===== config.mk =====
export PLATFORM = sky130hd
export DESIGN_NAME = serial_add4_flat
export DESIGN_NICKNAME = d
export VERILOG_FILES = /design/src/rtl/arith_pkg.sv /design/src/rtl/serial_add4_if.sv /design/src/rtl/add1.sv /design/src/rtl/and2.sv /design/src/rtl/or2.sv /design/src/rtl/xor2.sv /design/src/rtl/serial_add4.sv /design/src/flat_wrapper.sv
export SDC_FILE = /design/constraint.sdc
export NUM_CORES = 1
export LEC_CHECK = 0
export BUFFER_PORTS_ARGS = -buffer_cell sky130_fd_sc_hd__buf_2
export CORE_AREA = 2 2 48 50
export DETAILED_ROUTE_END_ITERATION = 12
export DIE_AREA = 0 0 50 52
export MAX_ROUTING_LAYER = met4
export PLACE_DENSITY = 0.72
export SLEW_MARGIN = 30
export SYNTH_ARGS = -nofsm -noshare
export SYNTH_HDL_FRONTEND = slang
export SYNTH_SLANG_ARGS = --single-unit

===== constraint.sdc =====
create_clock -name clk -period 1.4 [get_ports clk]
set_input_delay 0.14 -clock clk [delete_from_list [all_inputs] [get_ports clk]]
set_output_delay 0.14 -clock clk [all_outputs]
set_load 0.01 [all_outputs]

===== src/rtl/arith_pkg.sv =====
// Shared definitions for the arithmetic group: sequencer state encoding and
// the default datapath width used by the ALU and the serial adder.
package arith_pkg;

    localparam int ALU_WIDTH = 4;

    typedef enum logic [1:0] {
        ST_IDLE  = 2'd0,
        ST_SHIFT = 2'd1,
        ST_DONE  = 2'd2
    } state_t;

endpackage


===== src/rtl/serial_add4_if.sv =====
// Start/ready handshake plus result bus for the bit-serial adder.
// Carries an op_sub request line when SERIAL_ADD4_SUB_EN is defined.
interface serial_add4_if #(parameter int WIDTH = 4);

    logic             start;
    logic [WIDTH-1:0] a;
    logic [WIDTH-1:0] b;
    logic             carry_in;
`ifdef SERIAL_ADD4_SUB_EN
    logic             op_sub;
`endif
    logic             ready;
    logic             busy;
    logic             done;
    logic [WIDTH-1:0] sum;
    logic             carry_out;
    logic             overflow;

`ifdef SERIAL_ADD4_SUB_EN
    modport master (
        output start, a, b, carry_in, op_sub,
        input  ready, busy, done, sum, carry_out, overflow
    );
    modport slave (
        input  start, a, b, carry_in, op_sub,
        output ready, busy, done, sum, carry_out, overflow
    );
`else
    modport master (
        output start, a, b, carry_in,
        input  ready, busy, done, sum, carry_out, overflow
    );
    modport slave (
        input  start, a, b, carry_in,
        output ready, busy, done, sum, carry_out, overflow
    );
`endif

endinterface


===== src/rtl/add1.sv =====
// One-bit full adder built from gate cells; structural twin of the
// single-bit full subtractor slice.
module add1 (
    input  logic a,
    input  logic b,
    input  logic carry_in,
    output logic out,
    output logic carry_out
);

    logic p;
    logic g;
    logic t;

    // Propagate/generate form: carry_out = g | (p & carry_in) is the majority function.
    xor2 u_xor_p   (.a(a),   .b(b),        .y(p));
    xor2 u_xor_sum (.a(p),   .b(carry_in), .y(out));
    and2 u_and_g   (.a(a),   .b(b),        .y(g));
    and2 u_and_t   (.a(p),   .b(carry_in), .y(t));
    or2  u_or_c    (.a(g),   .b(t),        .y(carry_out));

endmodule


===== src/rtl/and2.sv =====
// Two-input AND gate cell.
module and2 (
    input  logic a,
    input  logic b,
    output logic y
);
    assign y = a & b;
endmodule


===== src/rtl/or2.sv =====
// Two-input OR gate cell.
module or2 (
    input  logic a,
    input  logic b,
    output logic y
);
    assign y = a | b;
endmodule


===== src/rtl/xor2.sv =====
// Two-input XOR gate cell.
module xor2 (
    input  logic a,
    input  logic b,
    output logic y
);
    assign y = a ^ b;
endmodule


===== src/rtl/serial_add4.sv =====
// Bit-serial ripple adder: one add1 slice plus a carry flop, LSB first over
// WIDTH cycles. Define SERIAL_ADD4_SUB_EN to add the op_sub (a-b) mode.
module serial_add4
    import arith_pkg::*;
#(
    parameter int WIDTH = ALU_WIDTH,
    parameter int CNT_W = 3
) (
    input logic         clk,
    input logic         rst_n,
    serial_add4_if.slave bus
);

    localparam logic [CNT_W-1:0] LAST_BIT = CNT_W'(WIDTH - 1);

    state_t             state;
    logic [WIDTH-1:0]   a_sr;
    logic [WIDTH-1:0]   b_sr;
    logic               carry_ff;
    logic               msb_cin;
    logic               sub_ff;
    logic [CNT_W-1:0]   cnt;

    logic               ready_q;
    logic               busy_q;
    logic               done_q;
    logic [WIDTH-1:0]   sum_q;
    logic               carry_out_q;
    logic               overflow_q;

    logic               slice_s;
    logic               slice_c;
    logic               op_sub_w;

`ifdef SERIAL_ADD4_SUB_EN
    assign op_sub_w = bus.op_sub;
`else
    assign op_sub_w = 1'b0;
`endif

    add1 u_add1 (
        .a         (a_sr[0]),
        .b         (b_sr[0]),
        .carry_in  (carry_ff),
        .out       (slice_s),
        .carry_out (slice_c)
    );

    // NOTE: every state element uses <= so all updates see pre-edge values;
    // mixing in = here would make shift order depend on statement order.
    always_ff @(posedge clk) begin
        if (!rst_n) begin
            state       <= ST_IDLE;
            a_sr        <= '0;
            b_sr        <= '0;
            carry_ff    <= 1'b0;
            msb_cin     <= 1'b0;
            sub_ff      <= 1'b0;
            cnt         <= '0;
            ready_q     <= 1'b1;
            busy_q      <= 1'b0;
            done_q      <= 1'b0;
            sum_q       <= '0;
            carry_out_q <= 1'b0;
            overflow_q  <= 1'b0;
        end else begin
            case (state)
                ST_IDLE: begin
                    if (bus.start) begin
                        a_sr        <= bus.a;
                        // Subtraction is a + ~b + 1, so only the loaded operand and seed carry change.
                        b_sr        <= op_sub_w ? ~bus.b : bus.b;
                        carry_ff    <= op_sub_w ? 1'b1 : bus.carry_in;
                        sub_ff      <= op_sub_w;
                        cnt         <= '0;
                        sum_q       <= '0;
                        carry_out_q <= 1'b0;
                        overflow_q  <= 1'b0;
                        ready_q     <= 1'b0;
                        busy_q      <= 1'b1;
                        state       <= ST_SHIFT;
                    end
                end

                ST_SHIFT: begin
                    sum_q    <= {slice_s, sum_q[WIDTH-1:1]};
                    a_sr     <= {1'b0, a_sr[WIDTH-1:1]};
                    b_sr     <= {1'b0, b_sr[WIDTH-1:1]};
                    carry_ff <= slice_c;
                    cnt      <= cnt + 1'b1;
                    if (cnt == LAST_BIT) begin
                        // Flags are registered here so they are valid alongside done.
                        msb_cin     <= carry_ff;
                        carry_out_q <= slice_c ^ sub_ff;
                        overflow_q  <= carry_ff ^ slice_c;
                        busy_q      <= 1'b0;
                        done_q      <= 1'b1;
                        state       <= ST_DONE;
                    end
                end

                ST_DONE: begin
                    done_q  <= 1'b0;
                    ready_q <= 1'b1;
                    state   <= ST_IDLE;
                end

                default: begin
                    state   <= ST_IDLE;
                    ready_q <= 1'b1;
                    busy_q  <= 1'b0;
                    done_q  <= 1'b0;
                end
            endcase
        end
    end

    assign bus.ready     = ready_q;
    assign bus.busy      = busy_q;
    assign bus.done      = done_q;
    assign bus.sum       = sum_q;
    assign bus.carry_out = carry_out_q;
    assign bus.overflow  = overflow_q;

endmodule

===== src/flat_wrapper.sv =====
// flat-port wrapper written by rule: the top's interface ports become plain ports
module serial_add4_flat import arith_pkg::*;
#(
    parameter int WIDTH = ALU_WIDTH,
    parameter int CNT_W = 3
)
  (clk, rst_n, bus_start, bus_a, bus_b, bus_carry_in, bus_ready, bus_busy, bus_done, bus_sum, bus_carry_out, bus_overflow);
  serial_add4_if #(.WIDTH(WIDTH)) bus_i ();
  input logic clk;
  input logic rst_n;
  input wire logic [$bits(bus_i.start)-1:0] bus_start;
  input wire logic [$bits(bus_i.a)-1:0] bus_a;
  input wire logic [$bits(bus_i.b)-1:0] bus_b;
  input wire logic [$bits(bus_i.carry_in)-1:0] bus_carry_in;
  output wire logic [$bits(bus_i.ready)-1:0] bus_ready;
  output wire logic [$bits(bus_i.busy)-1:0] bus_busy;
  output wire logic [$bits(bus_i.done)-1:0] bus_done;
  output wire logic [$bits(bus_i.sum)-1:0] bus_sum;
  output wire logic [$bits(bus_i.carry_out)-1:0] bus_carry_out;
  output wire logic [$bits(bus_i.overflow)-1:0] bus_overflow;
  assign bus_i.start = bus_start;
  assign bus_i.a = bus_a;
  assign bus_i.b = bus_b;
  assign bus_i.carry_in = bus_carry_in;
  assign bus_ready = bus_i.ready;
  assign bus_busy = bus_i.busy;
  assign bus_done = bus_i.done;
  assign bus_sum = bus_i.sum;
  assign bus_carry_out = bus_i.carry_out;
  assign bus_overflow = bus_i.overflow;
  serial_add4 #(.WIDTH(WIDTH), .CNT_W(CNT_W)) u_core (.clk(clk), .rst_n(rst_n), .bus(bus_i));
endmodule

==> run metrics, run 1 <==
Mean Syn Cell Area ~9.1 um2; Reg2Reg Depth 5; syn nets 124; Leak between 0.0005 and 0.0006 uW; Via-to-Cell Ratio 5.17; Slew @ Worst Pin around 0.44 ns; xor/xnor share of the synthesized area 0.879%; mux contribution to synthesized area between 2 and 2.5%; detailed placement HPWL 1330 um; Die H 52 um; Ant. Diodes 0; die area ~2600 um2; Crit Path Max Fanout 4; worst path bufs/invs 0; critical path's largest stage delay 0.39 ns; most frequent cells in the layout dfxtp_1 (23), buf_2 (20), a21oi_1 (14), nand2_1 (11), o21ai_0 (8); TritonCTS Sinks 23; drt pass-1 iters 4; Syn-to-layout area delta 15.3%; Worst path slowest cell dfxtp_1; Req. time, crit path 1.64 ns; post-synth cell types 29; Compound-Gate Fraction of Synth Area 25.9%; Mapped Area about 1000 um2; maximum buffer depth of the clock tree 2; commonest non-fill, non-tap cell in the layout dfxtp_1; Tmin final ~1.3 ns; Post-Synthesis Cells 109; latest clock arrival within the worst-skew pair a little over 0.3 ns; fin. max-slew vios 0; Starting DRT DRC Count 10; vias in the first global route between 600 and 700; relative slew slack between 70 and 80%; RSZ-0062 raised after global routing false; DRT antenna net count 0; post-synthesis sequential area ratio 46.2%; CTS buffer count 3; Total GRT Usage 16.0%; initial antenna violation count 0; Layout Skew between 0.01 and 0.015 ns; area share of fa/ha/maj cells after synthesis under 10%; CP Class register to register; worst hold path class input pin to register; Post-Synth Simple-Gate Area about 15%; CTS Hold Bufs 0; largest family of logic cells by synthesized area compound AO/OA/AOI/OAI gates; root buffer cell clkbuf_4; WL per Instance 11.9 um; nets approximately 140; routability cong. 0.768; fin crit share 92.7%; Final Setup Violations 0; status finished, final reports clean; port buffer count 20; I/O pin cnt 21; Worst Hold Path Cells 3; Setup WS pre-CTS approximately 0.022 ns; Data arrival, critical path 1.53 ns; startpoint type of the worst setup path register; Final TNS setup 0 ns; vias about 810; CP Depth 5; CTS tree done; asr flop ratio synth 0%; largest net degree at the start of global routing 25; Fillers 209; htree depth 1; Post-synth top flop dfxtp_1; Yosys reg bits 23; Worst Setup End Kind register; yosys warns 0; share of layout cells above drive strength 1 approximately a quarter; first-pass GRT wire length between 3000 and 4000 um; Post-synth EDFFs 0; Die W 50 um; hold violation total from the final report 0; DRC viols 0; Final WS setup about 0.10 ns; Worst-path clk slew about 0.13 ns; Max VDD drop about 0.74 mV; power density over the cells a little over 1000 nW/um2; Initial Utilization 47.3%; cell chain of the critical path ha_1 -> ha_2 -> nand2_1 -> a21oi_2 -> mux2i_1; Core Region around 2100 um2; routed wire length approximately 1900 um; Top delay family on crit path flip-flops; Max Clock Freq slightly below 800 MHz; total global routing overflow 0; maxcap violations 0; Rows 17
## worst register-to-register path, stage by stage (launching register included)
cell and delay [ns]:
dfxtp_1 0.39, ha_1 0.16, ha_2 0.20, nand2_1 0.08, a21oi_2 0.20, mux2i_1 0.20
## sequential cells by signal (all words and copies together) (netlist names)
name                  flops
u_core.bus.carry_out      1
u_core.carry_ff           1
u_core.cnt                3
u_core.state              2
u_core.b_sr               4
u_core.bus.done           1
u_core.a_sr               4
u_core.bus.overflow       1
u_core.bus.sum            4
u_core.bus.busy           1
u_core.bus.ready          1
## routing by layer
metal | wire (um) | GRT usage [%] | up-vias
li1 | - | - | 423
met1 | 920 | 21.2 | 371
met2 | 874 | 25.0 | 11
met3 | 57 | 1.72 | 2
met4 | 10 | 6.94 | 0
met5 | 0 | - | -
## final cells by class
class	count	area, um2	area share, %
well taps	28	35.0	3.05
clock inverters	1	5.00	0.436
flip-flops and latches	23	460	40.1
clock buffers	3	22.5	1.96
repair buffers	22	115	10.0
multi-input cells	74	492	42.8
inverters	5	18.8	1.63
## cell usage after synthesis, types with 2 or more instances
master,instances,area (um2)
a21oi_1,15,75.1
a22o_1,3,26.3
a22oi_1,5,37.5
a32o_1,2,20.0
and2_1,2,12.5
buf_2,3,15.0
buf_4,2,15.0
clkbuf_1,2,7.51
dfxtp_1,23,460
ha_1,2,25.0
inv_1,5,18.8
mux2i_1,2,20.0
nand2_1,11,41.3
nand2b_1,2,12.5
nand3_1,2,10.0
nor2_1,2,7.51
nor2b_1,7,43.8
o21ai_0,8,40.0
## repair_timing
item                                    in CTS  in global routing
pin swaps                                    0                  1
resized for setup                            1                  3
endpoints found under the setup margin       1                 12
buffers inserted                             0                  0
## where the power goes
group | switching (uW) | total (uW) | internal, uW
Sequential | 25.6 | 716 | 690
Clock | 198 | 304 | 107
Combinational | 90.6 | 171 | 80.5
Total | 314 | 1190 | 877
## cells by family after synthesis
kind of cell               Yosys count
AOI/OAI and AO/OA                   40
adders and majority gates            3
xor gates and xnor gates             1
DFF                                 23
muxes                                2
and+or+nand+nor                     28
buffers and inverters               12
## path summary, 6_finish.rpt
check	endpoint	slack, ns	start
min	u_core.a_sr[2]$_SDFFE_PN0P_	0.05	bus_a[2]
max reg2reg	u_core.bus.overflow$_SDFFE_PN0P_	0.10	u_core.cnt[0]$_SDFFE_PN0P_
max	u_core.bus.overflow$_SDFFE_PN0P_	0.10	u_core.cnt[0]$_SDFFE_PN0P_
min reg2reg	u_core.bus.ready$_SDFFE_PN1P_	0.47	u_core.bus.ready$_SDFFE_PN1P_
## stage by stage
stage / util (%) / hold WS [ns] / power [uW] / instances / instance area [um2]
5_1_grt: 54.5 / 0.0531 / 1260 / 156 / 1150
2_1_floorplan: - / 0.274 / 845 / 109 / 996
3_3_place_gp: 52.6 / 0.385 / 894 / 152 / 1110
4_1_cts: 54.1 / 0.0465 / 1200 / 156 / 1140
6_report: 54.5 / 0.0493 / 1190 / 156 / 1150
3_5_place_dp: 52.6 / 0.391 / 899 / 152 / 1110
Note: power is estimated with default switching activity, not from simulation.
==> run 2, diff against run 1 <==
Settings changed: ABC_AREA from default to 1, PLACE_DENSITY 0.72 to 0.71.
==> run 2 against run 1 <==
  * First-iteration DRC count shrank 50%
  * Worst setup slack got worse by 0.0021 ns
  * Sequential power up 0.7%
  * Critical path depth increased by 1
  * Worst hold slack better by 0.015 ns
  * Clock power down 2%
  * Area after synthesis down 0.63%
  * Clock skew shrank 0.0035 ns
==> run metrics, run 2 <==
Mapped Area 990 um2 (was 996 um2); initial antenna violation count 0 (unchanged); nets 175 (was 144); Yosys reg bits 23 (unchanged); maxcap violations 0 (unchanged); cell mode on critical path ha_1; Synth area leader dfxtp_1 (unchanged); cell chain of the critical path ha_1 -> ha_1 -> nand3_1 -> nand2_1 -> and2_1 -> nor2_1 (was ha_1 -> ha_2 -> nand2_1 -> a21oi_2 -> mux2i_1); final core utilization 54.4% (was 54.5%); Slew @ Worst Pin 0.392 ns (was 0.440 ns); Initial Utilization 47.0% (was 47.3%); Tmin final 1.30 ns (about the same); hold violation total from the final report 0 (unchanged); CTS tree done (unchanged); routed wire length 1910 um (was 1860 um); top post-synthesis cells by count nand2_1 (46), dfxtp_1 (23), nor2_1 (20), a21oi_1 (11), o21ai_1 (8) (was dfxtp_1 (23), a21oi_1 (15), nand2_1 (11), o21ai_0 (8), nor2b_1 (7)); post-synth cell types 20 (was 29); RSZ-0062 raised after global routing false (unchanged); WL per Instance 10.2 um (was 11.9 um); Via-to-Cell Ratio 4.68 (was 5.17); Layout Cells excl Fill 187 (was 156); worst path bufs/invs 0 (unchanged); startpoint type of the worst setup path register (unchanged); DRC viols 0 (unchanged); Post-Synthesis Cells 137 (was 109); port buffer count 20 (unchanged); Max VDD drop 0.713 mV (was 0.743 mV); Layout Skew 0.00897 ns (was 0.0125 ns); post-CTS setup buffers 0 (unchanged); TritonCTS Sinks 23 (unchanged); CTS buffer count 3 (unchanged); Core Region 2110 um2 (unchanged); Crit Path Max Fanout 5 (was 4); Design Power 1210 uW (was 1190 uW); routability cong. 0.785 (was 0.768); Max Clock Freq 769 MHz (was 771 MHz); Post-synth top flop dfxtp_1 (unchanged); relative slew slack 73.8% (was 70.7%); asr flop ratio synth 0% (unchanged); fin. max-slew vios 0 (unchanged); detailed placement HPWL 1410 um (was 1330 um); Leak 0.000545 uW (was 0.000507 uW); Die W 50 um (unchanged); Data arrival, critical path 1.55 ns (was 1.53 ns); drt pass-1 iters 4 (unchanged); Post-synth EDFFs 0 (unchanged); Worst-path clk slew 0.12 ns (was 0.13 ns); die area 2600 um2 (unchanged); largest net degree at the start of global routing 15 (was 25); htree depth 1 (unchanged); CTS resizes 0 (was 1); vias 875 (was 807); Syn-to-layout area delta 15.7% (was 15.3%); Total GRT Usage 17.3% (was 16.0%); total global routing overflow 0 (unchanged); DRT antenna net count 0 (unchanged); critical path's largest stage delay 0.35 ns (was 0.39 ns); Final TNS setup 0 ns (unchanged); Worst path slowest cell dfxtp_1 (unchanged); Final Setup Violations 0 (unchanged); root buffer cell clkbuf_4 (unchanged); fin crit share 92.9% (was 92.7%); syn nets 152 (was 124); share of the synthesized area in the top cell type 46.5% (was 46.2%); Ant. Diodes 0 (unchanged); most common cell in the netlist nand2_1 (was dfxtp_1); CTS Hold Bufs 0 (unchanged); post-route cell area 1140 um2 (was 1150 um2); Top delay family on crit path simple AND/OR/NAND/NOR gates (was flip-flops); Post-DP Area 1120 um2 (was 1110 um2); yosys warns 0 (unchanged); latest clock arrival within the worst-skew pair 0.31 ns (about the same); first-pass GRT wire length 3270 um (was 3140 um); Rows 17 (unchanged); maximum buffer depth of the clock tree 2 (unchanged); power density over the cells 1060 nW/um2 (was 1040 nW/um2); vias in the first global route 777 (was 698); most frequent cells in the layout nand2_1 (46), dfxtp_1 (23), nor2_1 (20), buf_2 (20), a21oi_1 (11) (was dfxtp_1 (23), buf_2 (20), a21oi_1 (14), nand2_1 (11), o21ai_0 (8)); status finished, final reports clean (unchanged); Worst Setup End Kind register (unchanged); Mean Syn Cell Area 7.22 um2 (was 9.14 um2); post-synthesis sequential area ratio 46.5% (was 46.2%); Starting DRT DRC Count 5 (was 10); synth top area cells dfxtp_1 (47%), nand2_1 (17%), nor2_1 (7.6%) (was dfxtp_1 (46%), a21oi_1 (7.5%), nor2b_1 (4.4%)); I/O pin cnt 21 (unchanged); CP Class register to register (unchanged); worst hold path class input pin to register (unchanged); Req. time, crit path 1.65 ns (was 1.64 ns); share of layout cells above drive strength 1 20.8% (was 25.0%); commonest non-fill, non-tap cell in the layout nand2_1 (was dfxtp_1); Die H 52 um (unchanged); placed cells 183 (was 152)
run 2: changes by cell type in the layout (fill, tap and decap cells not counted), moves of 5 or more:
| cell | previous run | this run |
|---|---|---|
| o21ai_1 | 0 | 8 |
| nor2b_1 | 7 | 0 |
| nand2_1 | 11 | 46 |
| o21ai_0 | 8 | 1 |
| a22oi_1 | 5 | 0 |
| nor2_1 | 2 | 20 |
run 2: worst reg2reg max path: cells and delay by family (launching register included):
kind | cells | cell delay, ns
flops | 1 | 0.35
simple gates | 4 | 0.49
fa+ha+maj | 2 | 0.41
run 2: logic make-up (layout without fill, tap and decap cells):
logic type / after synthesis / in the layout / synth area share (%)
buffers and inverters: 13 / 35 / 5.69
adders and majority gates: 3 / 3 / 4.55
AOI/OAI and AO/OA: 22 / 22 / 11.8
and+or+nand+nor: 76 / 76 / 31.5
DFF: 23 / 23 / 46.5
run 2: through the flow:
step                setup WS, ns  hold slack (ns)
floorplan                  0.229            0.282
global placement           0.177            0.391
detailed placement         0.137            0.407
CTS                       0.0946           0.0569
global route              0.0211           0.0718
finish                     0.100           0.0646
run 2: path summary, 6_finish.rpt:
check                                       from  slack [ns]                                 to  cells past startpoint
hold / removal                          bus_b[3]        0.06        u_core.b_sr[3]$_SDFFE_PN0P_                      3
setup / recovery      u_core.cnt[0]$_SDFFE_PN0P_        0.10  u_core.bus.carry_out$_SDFFE_PN0P_                      6
hold reg to reg   u_core.bus.sum[0]$_SDFFE_PN0P_        0.47     u_core.bus.sum[0]$_SDFFE_PN0P_                      2
setup reg to reg      u_core.cnt[0]$_SDFFE_PN0P_        0.10  u_core.bus.carry_out$_SDFFE_PN0P_                      6
run 2: cell type report:
type                    instances  area [um2]
repair buffers                 22         115
well taps                      28        35.0
clock inverters                 1        5.00
inverters                       9        33.8
clock buffers                   3        22.5
flip-flops and latches         23         460
multi-input cells             101         473
fillers                       220         961
run 2: where the power goes:
group | internal, uW | switching, uW
Combinational | 77.7 | 113
Sequential | 694 | 26.6
Clock | 107 | 192
run 2: routing by layer:
layer	GRT usage, %	part of all wire (%)	up-vias
li1	-	-	475
met1	20.6	47	374
met2	28.1	46	21
met3	2.59	4.8	5
met4	9.72	2.2	0
met5	-	0	-
